<file path="src/rtl/iigs_ce_gen_if.sv">
// Configuration bus for iigs_ce_gen: shadow increment writes and the apply handshake.
interface iigs_ce_gen_if #(
  parameter int unsigned NUM_CH = 4,
  parameter int unsigned ACC_W  = 16
);
  localparam int unsigned CH_W = (NUM_CH > 1) ? $clog2(NUM_CH) : 1;

  logic            cfg_we;
  logic [CH_W-1:0] cfg_ch;
  logic [ACC_W:0]  cfg_inc;
  logic            cfg_apply;
  logic            apply_ack;

  modport master (
    output cfg_we, cfg_ch, cfg_inc, cfg_apply,
    input  apply_ack
  );

  modport slave (
    input  cfg_we, cfg_ch, cfg_inc, cfg_apply,
    output apply_ack
  );
endinterface

</file>
<file path="src/rtl/iigs_ce_gen.sv">
// Multi-channel fractional-N clock-enable generator (phase accumulator per channel).
// Optional per-channel pulse counters are enabled by defining IIGS_CE_COUNT_EN.
module iigs_ce_gen #(
  parameter int unsigned NUM_CH = 4,
  parameter int unsigned ACC_W  = 16,
  parameter logic [NUM_CH*(ACC_W+1)-1:0] INC_INIT = {NUM_CH{17'h08000}},
  localparam int unsigned CH_W = (NUM_CH > 1) ? $clog2(NUM_CH) : 1
) (
  input  logic              clk_sys,
  input  logic              reset_n,
  iigs_ce_gen_if.slave      cfg,
  input  logic              sync_in,
  input  logic [NUM_CH-1:0] ch_en,
  output logic [NUM_CH-1:0] ce_out
`ifdef IIGS_CE_COUNT_EN
  ,
  input  logic [CH_W-1:0]   cnt_sel,
  input  logic              cnt_clr,
  output logic [15:0]       cnt_out
`endif
);

  localparam logic [ACC_W:0] INC_MAX = {1'b1, {ACC_W{1'b0}}};

  logic [ACC_W-1:0]  acc_q    [NUM_CH];
  logic [ACC_W:0]    shadow_q [NUM_CH];
  logic [ACC_W:0]    shadow_d [NUM_CH];
  logic [ACC_W:0]    active_q [NUM_CH];
  logic [ACC_W:0]    sum_c    [NUM_CH];
  logic [NUM_CH-1:0] ce_q;
  logic              apply_ack_q;
  logic              sync_q;
  logic              sync_pulse_q;
  logic [ACC_W:0]    inc_clamped;

  assign inc_clamped = (cfg.cfg_inc > INC_MAX) ? INC_MAX : cfg.cfg_inc;

  // Shadow next-state feeds both the shadow and the active set, so a write
  // landing in the same cycle as an apply is carried through.
  always_comb begin
    for (int unsigned i = 0; i < NUM_CH; i++) begin
      shadow_d[i] = shadow_q[i];
    end
    if (cfg.cfg_we && (32'(cfg.cfg_ch) < NUM_CH)) begin
      shadow_d[cfg.cfg_ch] = inc_clamped;
    end
  end

  always_comb begin
    for (int unsigned i = 0; i < NUM_CH; i++) begin
      sum_c[i] = {1'b0, acc_q[i]} + active_q[i];
    end
  end

  always_ff @(posedge clk_sys or negedge reset_n) begin
    if (!reset_n) begin
      for (int unsigned i = 0; i < NUM_CH; i++) begin
        acc_q[i]    <= '0;
        shadow_q[i] <= INC_INIT[i*(ACC_W+1) +: (ACC_W+1)];
        active_q[i] <= INC_INIT[i*(ACC_W+1) +: (ACC_W+1)];
      end
      ce_q         <= '0;
      apply_ack_q  <= 1'b0;
      sync_q       <= 1'b0;
      sync_pulse_q <= 1'b0;
    end else begin
      sync_q       <= sync_in;
      sync_pulse_q <= sync_in & ~sync_q;
      apply_ack_q  <= cfg.cfg_apply;
      for (int unsigned i = 0; i < NUM_CH; i++) begin
        shadow_q[i] <= shadow_d[i];
        if (cfg.cfg_apply) begin
          active_q[i] <= shadow_d[i];
        end
        if (sync_pulse_q) begin
          acc_q[i] <= '0;
          ce_q[i]  <= 1'b0;
        end else if (ch_en[i]) begin
          acc_q[i] <= sum_c[i][ACC_W-1:0];
          ce_q[i]  <= sum_c[i][ACC_W];
        end else begin
          ce_q[i]  <= 1'b0;
        end
      end
    end
  end

  assign ce_out        = ce_q;
  assign cfg.apply_ack = apply_ack_q;

`ifdef IIGS_CE_COUNT_EN
  logic [15:0] cnt_q [NUM_CH];
  logic [15:0] cnt_out_q;

  always_ff @(posedge clk_sys or negedge reset_n) begin
    if (!reset_n) begin
      for (int unsigned i = 0; i < NUM_CH; i++) begin
        cnt_q[i] <= '0;
      end
      cnt_out_q <= '0;
    end else begin
      for (int unsigned i = 0; i < NUM_CH; i++) begin
        if (cnt_clr || sync_pulse_q) begin
          cnt_q[i] <= '0;
        end else if (ce_q[i]) begin
          cnt_q[i] <= cnt_q[i] + 16'd1;
        end
      end
      cnt_out_q <= (32'(cnt_sel) < NUM_CH) ? cnt_q[cnt_sel] : '0;
    end
  end

  assign cnt_out = cnt_out_q;
`endif

endmodule
</file>
<file path="src/flat_wrapper.sv">
// flat-port wrapper written by rule: the top's interface ports become plain ports
module iigs_ce_gen_flat 
#(
  parameter int unsigned NUM_CH = 4,
  parameter int unsigned ACC_W  = 16,
  parameter logic [NUM_CH*(ACC_W+1)-1:0] INC_INIT = {NUM_CH{17'h08000}},
  localparam int unsigned CH_W = (NUM_CH > 1) ? $clog2(NUM_CH) : 1
)
  (clk_sys, reset_n, sync_in, ch_en, ce_out, cfg_cfg_we, cfg_cfg_ch, cfg_cfg_inc, cfg_cfg_apply, cfg_apply_ack);
  iigs_ce_gen_if #(.NUM_CH(NUM_CH), .ACC_W(ACC_W)) cfg_i ();
  input  logic clk_sys;
  input  logic reset_n;
  input  logic sync_in;
  input  logic [NUM_CH-1:0] ch_en;
  output logic [NUM_CH-1:0] ce_out;
  input wire logic [$bits(cfg_i.cfg_we)-1:0] cfg_cfg_we;
  input wire logic [$bits(cfg_i.cfg_ch)-1:0] cfg_cfg_ch;
  input wire logic [$bits(cfg_i.cfg_inc)-1:0] cfg_cfg_inc;
  input wire logic [$bits(cfg_i.cfg_apply)-1:0] cfg_cfg_apply;
  output wire logic [$bits(cfg_i.apply_ack)-1:0] cfg_apply_ack;
  assign cfg_i.cfg_we = cfg_cfg_we;
  assign cfg_i.cfg_ch = cfg_cfg_ch;
  assign cfg_i.cfg_inc = cfg_cfg_inc;
  assign cfg_i.cfg_apply = cfg_cfg_apply;
  assign cfg_apply_ack = cfg_i.apply_ack;
  iigs_ce_gen #(.NUM_CH(NUM_CH), .ACC_W(ACC_W), .INC_INIT(INC_INIT)) u_core (.clk_sys(clk_sys), .reset_n(reset_n), .cfg(cfg_i), .sync_in(sync_in), .ch_en(ch_en), .ce_out(ce_out));
endmodule
</file>
<file path="config.mk">
export PLATFORM = sky130hd
export DESIGN_NAME = iigs_ce_gen_flat
export DESIGN_NICKNAME = d
export VERILOG_FILES = /design/src/rtl/iigs_ce_gen_if.sv /design/src/rtl/iigs_ce_gen.sv /design/src/flat_wrapper.sv
export SDC_FILE = /design/constraint.sdc
export NUM_CORES = 1
export LEC_CHECK = 0
export ABC_AREA = 0
export CAP_MARGIN = 20
export CORE_ASPECT_RATIO = 1.75
export CORE_MARGIN = 2
export CORE_UTILIZATION = 45
export CTS_BUF_LIST = sky130_fd_sc_hd__clkbuf_4
export DETAILED_ROUTE_END_ITERATION = 10
export PLACE_DENSITY = 0.6
export SYNTH_ARGS = -nofsm -noshare
export SYNTH_HDL_FRONTEND = slang
export SYNTH_SLANG_ARGS = --single-unit
</file>
<file path="constraint.sdc">
create_clock -name clk_sys -period 7.7 [get_ports clk_sys]
set_clock_uncertainty 0.15 [all_clocks]
set_input_delay 0.77 -clock clk_sys [delete_from_list [all_inputs] [get_ports clk_sys]]
set_output_delay 0.77 -clock clk_sys [all_outputs]
set_load 0.005 [all_outputs]
</file>
# [After elaboration in Yosys (flattened, before gate mapping)]
# Cells that the tools add are included.
[totals] out_inout_bits=5 register_bits=207 wordCells=52
[classes] bitwise_logic=3 add_sub_neg=4 magnitude_cmp=3 reduce_logical=5 mux=21
[ops] cell="2-to-1 mux 16 bit" count=8
[ops] cell="adder 16 x 17 -> 17 bit" count=4
[ops] cell="bitwise mux 68 bit" count=1
[ops] cell="2-to-1 mux 68 bit" count=1
[ops] cell="demux 17 bit (select 2 bit)" count=1
[ops] cell="2-to-1 mux 17 bit" count=2
[ops] cell="> comparator 17 bit, second input constant" count=1
[ops] cell="2-to-1 mux 1 bit" count=8
[ops] cell="nonzero test 2 bit" count=4
[ops] cell="greater-or-equal comparator 3 bit, second input constant" count=1
[ops] cell="< comparator 3 x 1 -> 1 bit, second input constant" count=1
[ops] cell="NOT 2 -> 3 bit" count=1
[ops] cell="AND 1 bit" count=1
[ops] cell="logical AND 1 bit" count=1
[ops] cell="NOT 1 bit" count=1

# [Logic depth before layout (Yosys ltp)]
[depth] depth_word=7 ltp_mapped=8

# [Least setup slack after synthesis]
# OpenSTA, ideal clock, no wires.
[synth_timing] kind="flip-flop to flip-flop" start="register u_core.active_q[17] in the netlist's numbering" end="register u_core.acc_q[26] in the netlist's numbering" t_arrival_ns=2.369 path_stages_with_launch=9 path_buffers=0 path_slack_ns=5.060 synth_period_minus_slack_ns=2.640 setup_time_ns=0.121 path_cell_list="dfrtp_1 ha_1 fa_1 a211o_1 a21o_2 a2111oi_4 o31ai_2 xor2_1 a22o_1"
[synth_via] elab_chain_cells=3
[synth_lines] element="start, declared" line="iigs_ce_gen.sv:28" source="logic [ACC_W:0] active_q [NUM_CH];"
[synth_lines] element="start signal, assigned by index" line="iigs_ce_gen.sv:60" source="active_q[i] <= INC_INIT[i*(ACC_W+1) +: (ACC_W+1)];"
[synth_lines] element="start signal, assigned by index" line="iigs_ce_gen.sv:73" source="active_q[i] <= shadow_d[i];"
[synth_lines] element="adder 16 x 17 -> 17 bit" line="iigs_ce_gen.sv:51" source="sum_c[i] = {1'b0, acc_q[i]} + active_q[i];"
[synth_lines] element="2-to-1 mux 16 bit" line="iigs_ce_gen.sv:78" source="end else if (ch_en[i]) begin"
[synth_lines] element="2-to-1 mux 16 bit" line="iigs_ce_gen.sv:75" source="if (sync_pulse_q) begin"
[synth_lines] element="end signal, assigned by index" line="iigs_ce_gen.sv:79" source="acc_q[i] <= sum_c[i][ACC_W-1:0];"
[synth_lines] element="end, declared" line="iigs_ce_gen.sv:25" source="logic [ACC_W-1:0] acc_q [NUM_CH];"
# No other way between the ends. The select of a mux whose other input is x is not followed.
# A chain may end at the register's enable or synchronous reset.

# [Worst setup path after layout]
# Same ends and word-level chain as after synthesis.

==> run_results.csv <==
group,metric,value,unit
status,outcome,"complete, no violations",
worst_setup_path,crit_arrival,3.26,ns
worst_setup_path,worstSetupPathType,"flip-flop to flip-flop",
final_layout,nFillCells,2157,
clocking,clkLatencyLatePin,0.67,ns
job,maxCapViolCount,0,
final_layout,drive_gt1_frac,0.1574,
synth,ys_seq_elements,207,
timing,rsz0062_at_grt,"false",
synth,yosysTopAreaCell,"dfrtp_1",
final_layout,final_nets,1167,
worst_setup_path,setup.worst_path.start,"u_core.active_q[17]",
synth,synth_top_family_by_area,"compound AO/OA/AOI/OAI gates",
timing,setup_tns,0,ns
final_layout,fin_util,0.5149,
placed_design,port_buffers,32,
timing,setup_viol,0,
worst_setup_path,setup.worst_path.start_class,"flip-flop",
worst_setup_path,cp_max_fo,3,
pwr,pwr-share-seq,0.417,
clocking,ctsResizeCount,0,
floorplan,die_w,120.8,µm
synth,synthFlopType,"dfrtp_1",
synth,synth_most_common_cell,"dfrtp_1",
floorplan,rows,74,
worst_setup_path,crit_required,8.09,ns
grt,grt-busiest-layer,"met2",
placed_design,placed_area,11340,µm²
synth,synth-xor-area-share,0.02772,
synth,netlist.area_leader.share,0.4635,
grt,grtUsageTotal,0.2039,
worst_setup_path,worst_setup_path_end_kind,"flip-flop",
floorplan,die_area,25170,µm²
grt,grtUsageMet3,0.03591,
routing,drtIter0Drc,310,
grt,grtUsageMet1,0.2499,
timing,period_minus_slack,2.864,ns
synth,synth.yosys.seq_area_share,0.4831,
clocking,numCtsBuffers,51,
routing,detail-route-antenna-nets,0,
placed_design,hpwl,16550,µm
clocking,clockBufferDepth,3,
clocking,cts-root-buf,"clkbuf_4",
final_layout,fin_area,12060,µm²
routing,dr.pass1.iters,4,
synth,yosysWarnings,0,
timing,hold_ws,0.2451,ns
worst_hold_path,hold_class,"flip-flop to flip-flop",
synth,synth-edff-count,0,
synth,synthDistinctLibCells,66,
placed_design,gp_congestion,0.8422,
final_layout,fin_cells,1419,
pwr,p_comb_frac,0.326,
synth,syn_nets,1111,
final_layout,area_delta_synth_final,12.28,%
floorplan,io_pins,33,
synth,synth-adder-area-share,0.08199,
synth,synth_area_per_cell,10.58,µm²
timing,post-route-period-util,0.3719,
worst_setup_path,rr_startpoint,"u_core.active_q[17]",
grt,grt_pass1_vias,7903,
clocking,path_clk_slew,0.07,ns
synth,synthTopCellsByCount,"199 x dfrtp_1, 117 x nand2_1, 75 x nor2_1, 72 x mux2_2, 64 x ha_1",
timing,worst_pin_slew,1.005,ns
grt,grt-ovfl-total,0,
synth,syn_area,10740,µm²
pwr,switching_share,0.3497,
grt,grtUsageMet2,0.3546,
synth,synthArstFlopShare,1.000,
placed_design,dp.cells,1317,
synth,muxShareOfSynthArea,0.1034,
worst_hold_path,min_from,"u_core.sync_q",
pwr,p_leak,0.005823,µW
timing,finalHoldViolCount,0,
routing,routed_via_density,5.510,
pwr,p_per_area,294.6,nW/µm²
synth,synth_compound_area_frac,0.1632,
floorplan,die_h,208.4,µm
timing,fmax,349.2,MHz
floorplan,core_area,23430,µm²
routing,dr_total_vias,7818,
synth,synth_cells,1015,
synth,yosys-top-cells-area,"dfrtp_1 46%, mux2_2 7.5%, ha_1 7.5%",
clocking,cts_tree,"done",
routing,drc,0,
pwr,ir_drop,149.5,µV
clocking,cts_sinks,207,
pwr,p_sw,1243,µW
grt,grt_max_degree,131,
floorplan,start_util,0.4586,
pwr,p_int,2311,µW
timing,final_max_slew_viol_count,0,
timing,maxSlewHeadroom,0.3297,
clocking,postCtsHoldBufs,1,
routing,wl_per_cell,17.35,µm
final_layout,regArea,5191,µm²
routing,routed_wl,24620,µm
pwr,p_clk_frac,0.257,
grt,grt_pass1_wl,40550,µm
clocking,cts_setup_buffers,0,
grt,grt_antenna_before_repair,2,
final_layout,multiInputGateArea,5368,µm²
clocking,htree_levels,2,
synth,synth-simple-area-share,0.1233,
## power groups by stage
stage               sequential [µW]  combinational (µW)  clock, µW
floorplan                      1440                 926          0
global placement               1500                1130          0
detailed placement             1500                1160          0
CTS                            1490                1160        955
global route                   1510                1320       1000
finish                         1480                1160        915
## worst max-delay path, stage by stage (launching register included)
cell and delay [ns]:
dfrtp_1 0.40, ha_1 0.25, fa_1 0.49, a211o_1 0.32
a21o_2 0.23, a2111oi_4 0.40, o31ai_2 0.16, xor2_1 0.16
a22o_1 0.20
## registers in the layout, summed over array words and instances (netlist names)
| name | count |
|---|---|
| u_core.active_q | 68 |
| u_core.shadow_q | 68 |
| u_core.acc_q | 64 |
| u_core.ce_out | 4 |
| u_core.cfg.apply_ack | 1 |
| u_core.sync_pulse_q | 1 |
| u_core.sync_q | 1 |
## layer usage
metal	share of wire	vias up
li1	-	3859
met1	0.43	3768
met2	0.50	148
met3	0.041	43
met4	0.030	0
met5	0	-
## cell families after synthesis
| logic type | after synthesis |
|---|---|
| buf+inv | 49 |
| simple gates | 287 |
| mux | 102 |
| fa+ha+maj | 68 |
| compound gates | 268 |
| flops | 207 |
| xor+xnor | 34 |
## cells in the final DEF (no fill, tap or decap), types with 22 or more instances in the layout
| cell | count |
|---|---|
| a21o_1 | 22 |
| clkbuf_4 | 68 |
| dfrtp_1 | 198 |
| nand2_1 | 117 |
| nor2_1 | 75 |
| clkdlybuf4s50_1 | 30 |
| mux2i_1 | 30 |
| mux2_2 | 72 |
| o21ai_0 | 48 |
| o21ai_1 | 56 |
| a211oi_1 | 23 |
| a21oi_1 | 45 |
| ha_1 | 64 |
## path summary, 6_finish.rpt
| kind | slack, ns | to | cells after the start |
|---|---|---|---|
| max | 4.84 | u_core.acc_q[26] | 8 |
| min | 0.25 | u_core.sync_pulse_q | 1 |
| max reg2reg | 4.84 | u_core.acc_q[26] | 8 |
| min reg2reg | 0.25 | u_core.sync_pulse_q | 1 |
| max in group asynchronous | 5.63 | u_core.shadow_q[30] | 3 |
| min in group asynchronous | 0.59 | u_core.acc_q[57] | 2 |
## layout make-up
class | count | area share
multi-input combinational | 759 | 0.4450
sequential | 207 | 0.4304
clock buffer | 68 | 0.04232
timing repair buffer | 41 | 0.03579
tap | 304 | 0.03154
clock inverter | 26 | 0.01089
inverter | 11 | 0.003423
antenna | 3 | 0.0006224
## metrics by stage
step,total power (µW),setup slack (ns)
floorplan,2369,5.060
global placement,2631,4.575
detailed placement,2660,4.559
CTS,3605,4.798
global route,3837,4.692
finish,3554,4.836
(Power assumes the default switching activity.)
